--- config.mk ---
export PLATFORM = sky130hd
export DESIGN_NAME = stream_demux_flat
export DESIGN_NICKNAME = d
export VERILOG_FILES = /design/src/rtl/stream_demux_pkg.sv /design/src/rtl/stream_demux_if.sv /design/src/rtl/stream_demux_recursive_decoder.sv /design/src/rtl/stream_demux.sv /design/src/flat_wrapper.sv
export SDC_FILE = /design/constraint.sdc
export NUM_CORES = 1
export LEC_CHECK = 0
export BUFFER_PORTS_ARGS = -buffer_cell sky130_fd_sc_hd__buf_4
export CAP_MARGIN = 5
export CORE_MARGIN = 5
export CORE_UTILIZATION = 40
export DETAILED_ROUTE_END_ITERATION = 8
export HOLD_SLACK_MARGIN = 0.02
export PLACE_DENSITY = 0.89
export REMOVE_ABC_BUFFERS = 1
export SLEW_MARGIN = 40
export SYNTH_ARGS = -nofsm -noshare
export SYNTH_HDL_FRONTEND = slang
export SYNTH_SLANG_ARGS = --single-unit
--- constraint.sdc ---
create_clock -name aclk -period 2.1 [get_ports aclk]
set_input_delay 0.315 -clock aclk [delete_from_list [all_inputs] [get_ports aclk]]
set_output_delay 0.315 -clock aclk [all_outputs]
set_load 0.05 [all_outputs]
--- src/rtl/stream_demux_pkg.sv ---
// ----------------------------------------------------------------------------
// demux_pkg
// Shared types for the stream_demux block.
//   state_t : packet-tracking state. IDLE means the next accepted beat starts
//             a new packet (its select is sampled); LOCKED means a packet is
//             in progress and the destination port is frozen.
// ----------------------------------------------------------------------------
package demux_pkg;

    typedef enum logic {
        IDLE   = 1'b0,
        LOCKED = 1'b1
    } state_t;

endpackage : demux_pkg

--- src/rtl/stream_demux_if.sv ---
// ----------------------------------------------------------------------------
// stream_demux_if
// Bundles the input valid/ready stream and the D per-port output streams of
// the stream demultiplexer.
//   Parameters : A (select width), W (data width); D = 2**A is derived.
//   s_valid/s_ready/s_data/s_select/s_last : input stream
//   m_valid/m_ready/m_data/m_last          : D output streams
//   modport master : the side that feeds the input and consumes the outputs
//   modport slave  : the demultiplexer itself
// ----------------------------------------------------------------------------
interface stream_demux_if #(
    parameter int A = 2,
    parameter int W = 32
);
    localparam int D = 1 << A;

    logic           s_valid;
    logic           s_ready;
    logic [W-1:0]   s_data;
    logic [A-1:0]   s_select;
    logic           s_last;

    logic [D-1:0]   m_valid;
    logic [D-1:0]   m_ready;
    logic [W-1:0]   m_data [D];
    logic [D-1:0]   m_last;

    modport master (
        output s_valid, s_data, s_select, s_last, m_ready,
        input  s_ready, m_valid, m_data, m_last
    );

    modport slave (
        input  s_valid, s_data, s_select, s_last, m_ready,
        output s_ready, m_valid, m_data, m_last
    );

endinterface : stream_demux_if

--- src/rtl/stream_demux_recursive_decoder.sv ---
// ----------------------------------------------------------------------------
// recursive_decoder
// Combinational A-to-2**A one-hot decoder with enable. Built by halving: the
// top select bit steers the enable into the lower or upper half, each half
// being a decoder one bit narrower, down to a 1-bit leaf.
//   i_en     : enable; all outputs are 0 when low
//   i_sel    : binary index, A bits (A >= 1)
//   o_onehot : 2**A bits, bit i_sel set when i_en is high
// ----------------------------------------------------------------------------
module recursive_decoder #(
    parameter int A = 2
) (
    input  logic                i_en,
    input  logic [A-1:0]        i_sel,
    output logic [(1<<A)-1:0]   o_onehot
);

    generate
        if (A == 1) begin : g_leaf
            assign o_onehot = {i_en & i_sel[0], i_en & ~i_sel[0]};
        end else begin : g_split
            localparam int H = 1 << (A - 1);
            logic w_en_lo;
            logic w_en_hi;

            assign w_en_lo = i_en & ~i_sel[A-1];
            assign w_en_hi = i_en &  i_sel[A-1];

            recursive_decoder #(.A(A - 1)) u_lo (
                .i_en     (w_en_lo),
                .i_sel    (i_sel[A-2:0]),
                .o_onehot (o_onehot[H-1:0])
            );

            recursive_decoder #(.A(A - 1)) u_hi (
                .i_en     (w_en_hi),
                .i_sel    (i_sel[A-2:0]),
                .o_onehot (o_onehot[2*H-1:H])
            );
        end
    endgenerate

endmodule : recursive_decoder

--- src/rtl/stream_demux.sv ---
// ----------------------------------------------------------------------------
// stream_demux
// Registered 1-to-D stream demultiplexer. Each packet is routed whole to the
// output port chosen by s_select on its first beat; one output register
// stage gives 1 beat/clk throughput and 1 clk latency.
//   aclk    : clock, rising edge
//   aresetn : asynchronous active-low reset (deassertion synchronised outside)
//   bus     : stream_demux_if.slave (input stream + D output streams)
//   busy    : high while a packet is in flight (LOCKED or register full)
// ----------------------------------------------------------------------------
module stream_demux
    import demux_pkg::*;
#(
    parameter int A = 2,
    parameter int W = 32
) (
    input  logic            aclk,
    input  logic            aresetn,
    stream_demux_if.slave   bus,
    output logic            busy
);

    localparam int D = 1 << A;

    state_t         r_state;
    state_t         w_state_next;
    logic [A-1:0]   r_sel;
    logic [A-1:0]   w_sel_next;
    logic [W-1:0]   r_data;
    logic [W-1:0]   w_data_next;
    logic           r_last;
    logic           w_last_next;
    logic           r_valid;
    logic           w_valid_next;
    // Holds s_ready low during reset and releases it from the first edge after.
    logic           r_run;

    logic           w_sel_ready;
    logic           w_hs;
    logic           w_unload;

    // Only the selected port's ready matters; the others are ignored.
    assign w_sel_ready = bus.m_ready[r_sel];
    assign bus.s_ready = r_run & (~r_valid | w_sel_ready);
    assign w_hs        = bus.s_valid & bus.s_ready;
    assign w_unload    = r_valid & w_sel_ready;

    always_ff @(posedge aclk or negedge aresetn) begin
        if (!aresetn) begin
            r_state <= IDLE;
            r_sel   <= '0;
            r_data  <= '0;
            r_last  <= 1'b0;
            r_valid <= 1'b0;
            r_run   <= 1'b0;
        end else begin
            r_state <= w_state_next;
            r_sel   <= w_sel_next;
            r_data  <= w_data_next;
            r_last  <= w_last_next;
            r_valid <= w_valid_next;
            r_run   <= 1'b1;
        end
    end

    always_comb begin
        w_state_next = r_state;
        w_sel_next   = r_sel;
        w_data_next  = r_data;
        w_last_next  = r_last;
        w_valid_next = r_valid;

        // A load wins over an unload, so unload+load in one cycle keeps
        // valid high with no bubble.
        if (w_hs) begin
            w_valid_next = 1'b1;
            w_data_next  = bus.s_data;
            w_last_next  = bus.s_last;
        end else if (w_unload) begin
            w_valid_next = 1'b0;
        end

        case (r_state)
            IDLE: begin
                // In IDLE a handshake can only happen when the register is
                // empty or unloading, so a pending beat is never redirected.
                if (w_hs) begin
                    w_sel_next = bus.s_select;
                    if (!bus.s_last) begin
                        w_state_next = LOCKED;
                    end
                end
            end
            LOCKED: begin
                if (w_hs && bus.s_last) begin
                    w_state_next = IDLE;
                end
            end
            default: begin
                w_state_next = IDLE;
            end
        endcase
    end

    recursive_decoder #(.A(A)) u_valid_dec (
        .i_en     (r_valid),
        .i_sel    (r_sel),
        .o_onehot (bus.m_valid)
    );

    recursive_decoder #(.A(A)) u_last_dec (
        .i_en     (r_last),
        .i_sel    (r_sel),
        .o_onehot (bus.m_last)
    );

    generate
        for (genvar gi = 0; gi < D; gi++) begin : g_data
            assign bus.m_data[gi] = r_data;
        end
    endgenerate

    assign busy = (r_state == LOCKED) | r_valid;

endmodule : stream_demux
--- src/flat_wrapper.sv ---
// flat-port wrapper written by rule: the top's interface ports become plain ports
module stream_demux_flat import demux_pkg::*;
#(
    parameter int A = 2,
    parameter int W = 32
)
  (aclk, aresetn, busy, bus_s_valid, bus_s_data, bus_s_select, bus_s_last, bus_m_ready, bus_s_ready, bus_m_valid, bus_m_data, bus_m_last);
  stream_demux_if #(.A(A), .W(W)) bus_i ();
  input  logic aclk;
  input  logic aresetn;
  output logic busy;
  input wire logic [$bits(bus_i.s_valid)-1:0] bus_s_valid;
  input wire logic [$bits(bus_i.s_data)-1:0] bus_s_data;
  input wire logic [$bits(bus_i.s_select)-1:0] bus_s_select;
  input wire logic [$bits(bus_i.s_last)-1:0] bus_s_last;
  input wire logic [$bits(bus_i.m_ready)-1:0] bus_m_ready;
  output wire logic [$bits(bus_i.s_ready)-1:0] bus_s_ready;
  output wire logic [$bits(bus_i.m_valid)-1:0] bus_m_valid;
  output wire logic [$bits(bus_i.m_data)-1:0] bus_m_data;
  output wire logic [$bits(bus_i.m_last)-1:0] bus_m_last;
  assign bus_i.s_valid = bus_s_valid;
  assign bus_i.s_data = bus_s_data;
  assign bus_i.s_select = bus_s_select;
  assign bus_i.s_last = bus_s_last;
  assign bus_i.m_ready = bus_m_ready;
  assign bus_s_ready = bus_i.s_ready;
  assign bus_m_valid = bus_i.m_valid;
  assign bus_m_data = {>>{bus_i.m_data}};
  assign bus_m_last = bus_i.m_last;
  stream_demux #(.A(A), .W(W)) u_core (.aclk(aclk), .aresetn(aresetn), .bus(bus_i), .busy(busy));
endmodule
==> results.py <==
metrics = {
    "critical_path": {
        "slowest_stage": "dfrtp_2",
        "cp_max_fo": 11,
        "setup.worst_path.end": "bus_s_ready",
        "cp.arrival_ps": 1630,
        "critical-path-max-stage-delay_ps": 470,
        "end_kind": "primary output",
        "r2r_cells": 4,
        "cp_cell_sequence": "mux2i_2, a22oi_1, and2_1, buf_4",
        "critical_path_class": "flip-flop to primary output",
        "r2r-start": "u_core.r_sel[0]",
        "required_ps": 1780,
        "crit_start": "u_core.r_sel[0]",
        "r2r_end": "u_core.r_data[31]",
        "worstSetupStartpointType": "flip-flop",
        "r2r_slack_ps": 280,
    },
    "clocking": {
        "clk_latency_ps": 290,
        "cts_tree": "done",
        "path_clk_slew_ps": 70,
        "numCtsBuffers": 5,
        "clkSinkCount": 38,
        "htree_levels": 2,
        "cts-root-buf": "clkbuf_8",
        "post_cts_buffers": 0,
        "cts_buffer_depth": 2,
    },
    "sta": {
        "hold_viol": 0,
        "rsz0062_at_grt": "false",
        "post-route-period-util_pct": 92.6,
        "drv_slew": 0,
        "fin_skew_ps": 3.03,
        "setup_viol_count_final": 0,
        "fmax_mhz": 514,
        "finalCriticalPeriod_ps": 1950,
    },
    "routing": {
        "routed_wl_mm": 5.27,
        "drt-initial-drc-count": 21,
        "vias": 1565,
        "routedWlPerCell_um": 14.7,
        "via_per_inst": 4.36,
        "dr.pass1.iters": 2,
        "antenna_left": 0,
        "drc": 0,
    },
    "grt": {
        "grt_pass1_wl_mm": 8.18,
        "gr-total-overflow": 0,
        "grt_max_degree": 39,
        "grt_usage_pct": 14.2,
        "grt_pass1_vias": 1653,
        "antenna_found_initial": 0,
    },
    "logic_synthesis": {
        "ys_types": 20,
        "postSynthAreaPerCell_um2": 11.6,
        "synth_compound_area_share_pct": 1.86,
        "synth_warnings": 0,
        "synth-simple-area-share_pct": 4.16,
        "synthAdderAreaFrac_pct": 0,
        "synth_xor_area_share_pct": 0,
        "synth_mux_area_share_pct": 18.7,
        "synth_top_family_by_area": "buffers and inverters",
        "ys_seq_area_share_pct": 41.6,
        "syn_inst": 197,
        "syn_area_um2": 2290,
        "synth_seq_cells": 38,
    },
    "worst_hold_path": {
        "worstHoldPathType": "primary input to flip-flop",
    },
    "status": {
        "status": "finished, final reports clean",
    },
    "place": {
        "gp_congestion": 0.810,
        "port_buffers": 179,
        "dp.final_hpwl_mm": 4.34,
        "dp.cells": 350,
    },
    "cells_and_area": {
        "fill_cells": 495,
        "n_antenna_cell": 0,
        "drive_gt1_share_pct": 79.8,
        "instances_no_fill": 359,
        "finalNetCount": 328,
        "areaGrowthSynthToFinish_pct": 36.0,
    },
    "floorplanning": {
        "die_h_um": 85.6,
        "die_x_um": 85.6,
        "pin_count": 180,
        "core-area_um2": 5540,
        "dieArea_um2": 7330,
        "initial_utilization_pct": 41.3,
        "rows": 27,
    },
    "run": {
        "drv_cap": 0,
    },
}
[kinds of logic after synthesis]
family	Yosys count
DFF	38
other	1
and+or+nand+nor	16
muxes	38
buffers and inverters	101
AOI/OAI and AO/OA	3
[metal layers]
layer,share of wire [%],track usage [%]
met3,12,5.96
met2,55,25.8
met4,1.5,5.18
met5,0,0
met1,31,14.6
[cell usage after synthesis (all sizes together)]
library cell	n	area, um^2
nand3b	1	7.51
conb	1	3.75
or2	1	6.26
mux2	35	394
a22oi	1	7.51
and3b	1	8.76
nor2	1	3.75
dfrtp	38	951
nand2	3	11.3
nor2b	3	18.8
inv	1	3.75
buf	100	762
and3	2	12.5
a221oi	2	35.0
and2	3	18.8
nor3b	1	7.51
mux2i	3	33.8
[per-stage QoR]
| step | hold slack [ps] | TNS [ps] | util, % | setup slack [ps] | cell area [um^2] |
|---|---|---|---|---|---|
| floorplan | 19.4 | -4860 | - | -148 | 1520 |
| global placement | 305 | 0 | 53.9 | 273 | 2990 |
| detailed placement | 313 | 0 | 53.9 | 205 | 2990 |
| CTS | 208 | 0 | 56.1 | 43.4 | 3110 |
| global route | 194 | 0 | 56.1 | 53.5 | 3110 |
| finish | 213 | 0 | 56.1 | 155 | 3110 |
[layout by cell type (no fill, tap or decap)]
master	netlist	final
nor2b_1	3	3
a22oi_1	1	1
buf_4	97	180
nand3b_1	1	1
mux2_2	35	35
a221oi_1	1	1
nand2_1	3	3
bufinv_16	0	1
dfrtp_2	0	1
dfrtp_1	38	37
clkinv_2	0	2
nor2_1	1	1
inv_1	1	1
nor3b_1	1	1
a221oi_4	1	1
buf_12	0	1
clkbuf_8	0	5
and3_1	2	2
or2_2	1	1
dlygate4sd3_1	0	1
conb_1	1	1
and3b_1	1	1
mux2i_2	1	2
and2_1	3	3
mux2i_1	2	1
[state kept, by name, indices dropped and copies added, names as in the netlist, named ones only]
signal	cells
u_core.r_sel	2
u_core.r_valid	1
u_core.r_run	1
u_core.r_last	1
u_core.r_data	32
[area by class of cell]
| cell class | count | area (um^2) | share of cell area (%) |
|---|---|---|---|
| clock buffers | 5 | 68.8 | 2.21 |
| flip-flops and latches | 38 | 952 | 30.6 |
| inverters | 1 | 3.75 | 0.121 |
| clock inverters | 3 | 40.0 | 1.29 |
| well taps | 72 | 90.1 | 2.90 |
| multi-input cells | 58 | 573 | 18.4 |
| repair buffers | 182 | 1380 | 44.4 |
[worst min-delay path by stage]
stage,startpoint,to,cells past startpoint
after floorplan,aresetn,asynchronous set/reset pin,0
after global placement,aresetn,u_core.r_data[22],1
after detailed placement,aresetn,u_core.r_data[2],1
after CTS,bus_s_last,flip-flop,2
after global routing,bus_s_last,flip-flop,2
final,bus_s_last,flip-flop,2
[worst max-delay path, delay by kind of cell (launching register included)]
| kind | cells | cell delay, ps |
|---|---|---|
| compound gates | 1 | 160 |
| buf+inv | 1 | 180 |
| flops | 1 | 470 |
| mux | 1 | 350 |
| simple gates | 1 | 190 |
[what timing repair did]
| action | CTS | global route |
|---|---|---|
| endpoints found under the hold margin | 38 | 0 |
| gates resized for setup | 1 | 1 |
| setup endpoints to repair | 1 | 1 |
| hold buffers | 1 | 0 |
Power is left out: the tool's default activity adds up to more than one toggle a clock period on the data nets, which glitch-free logic cannot reach.
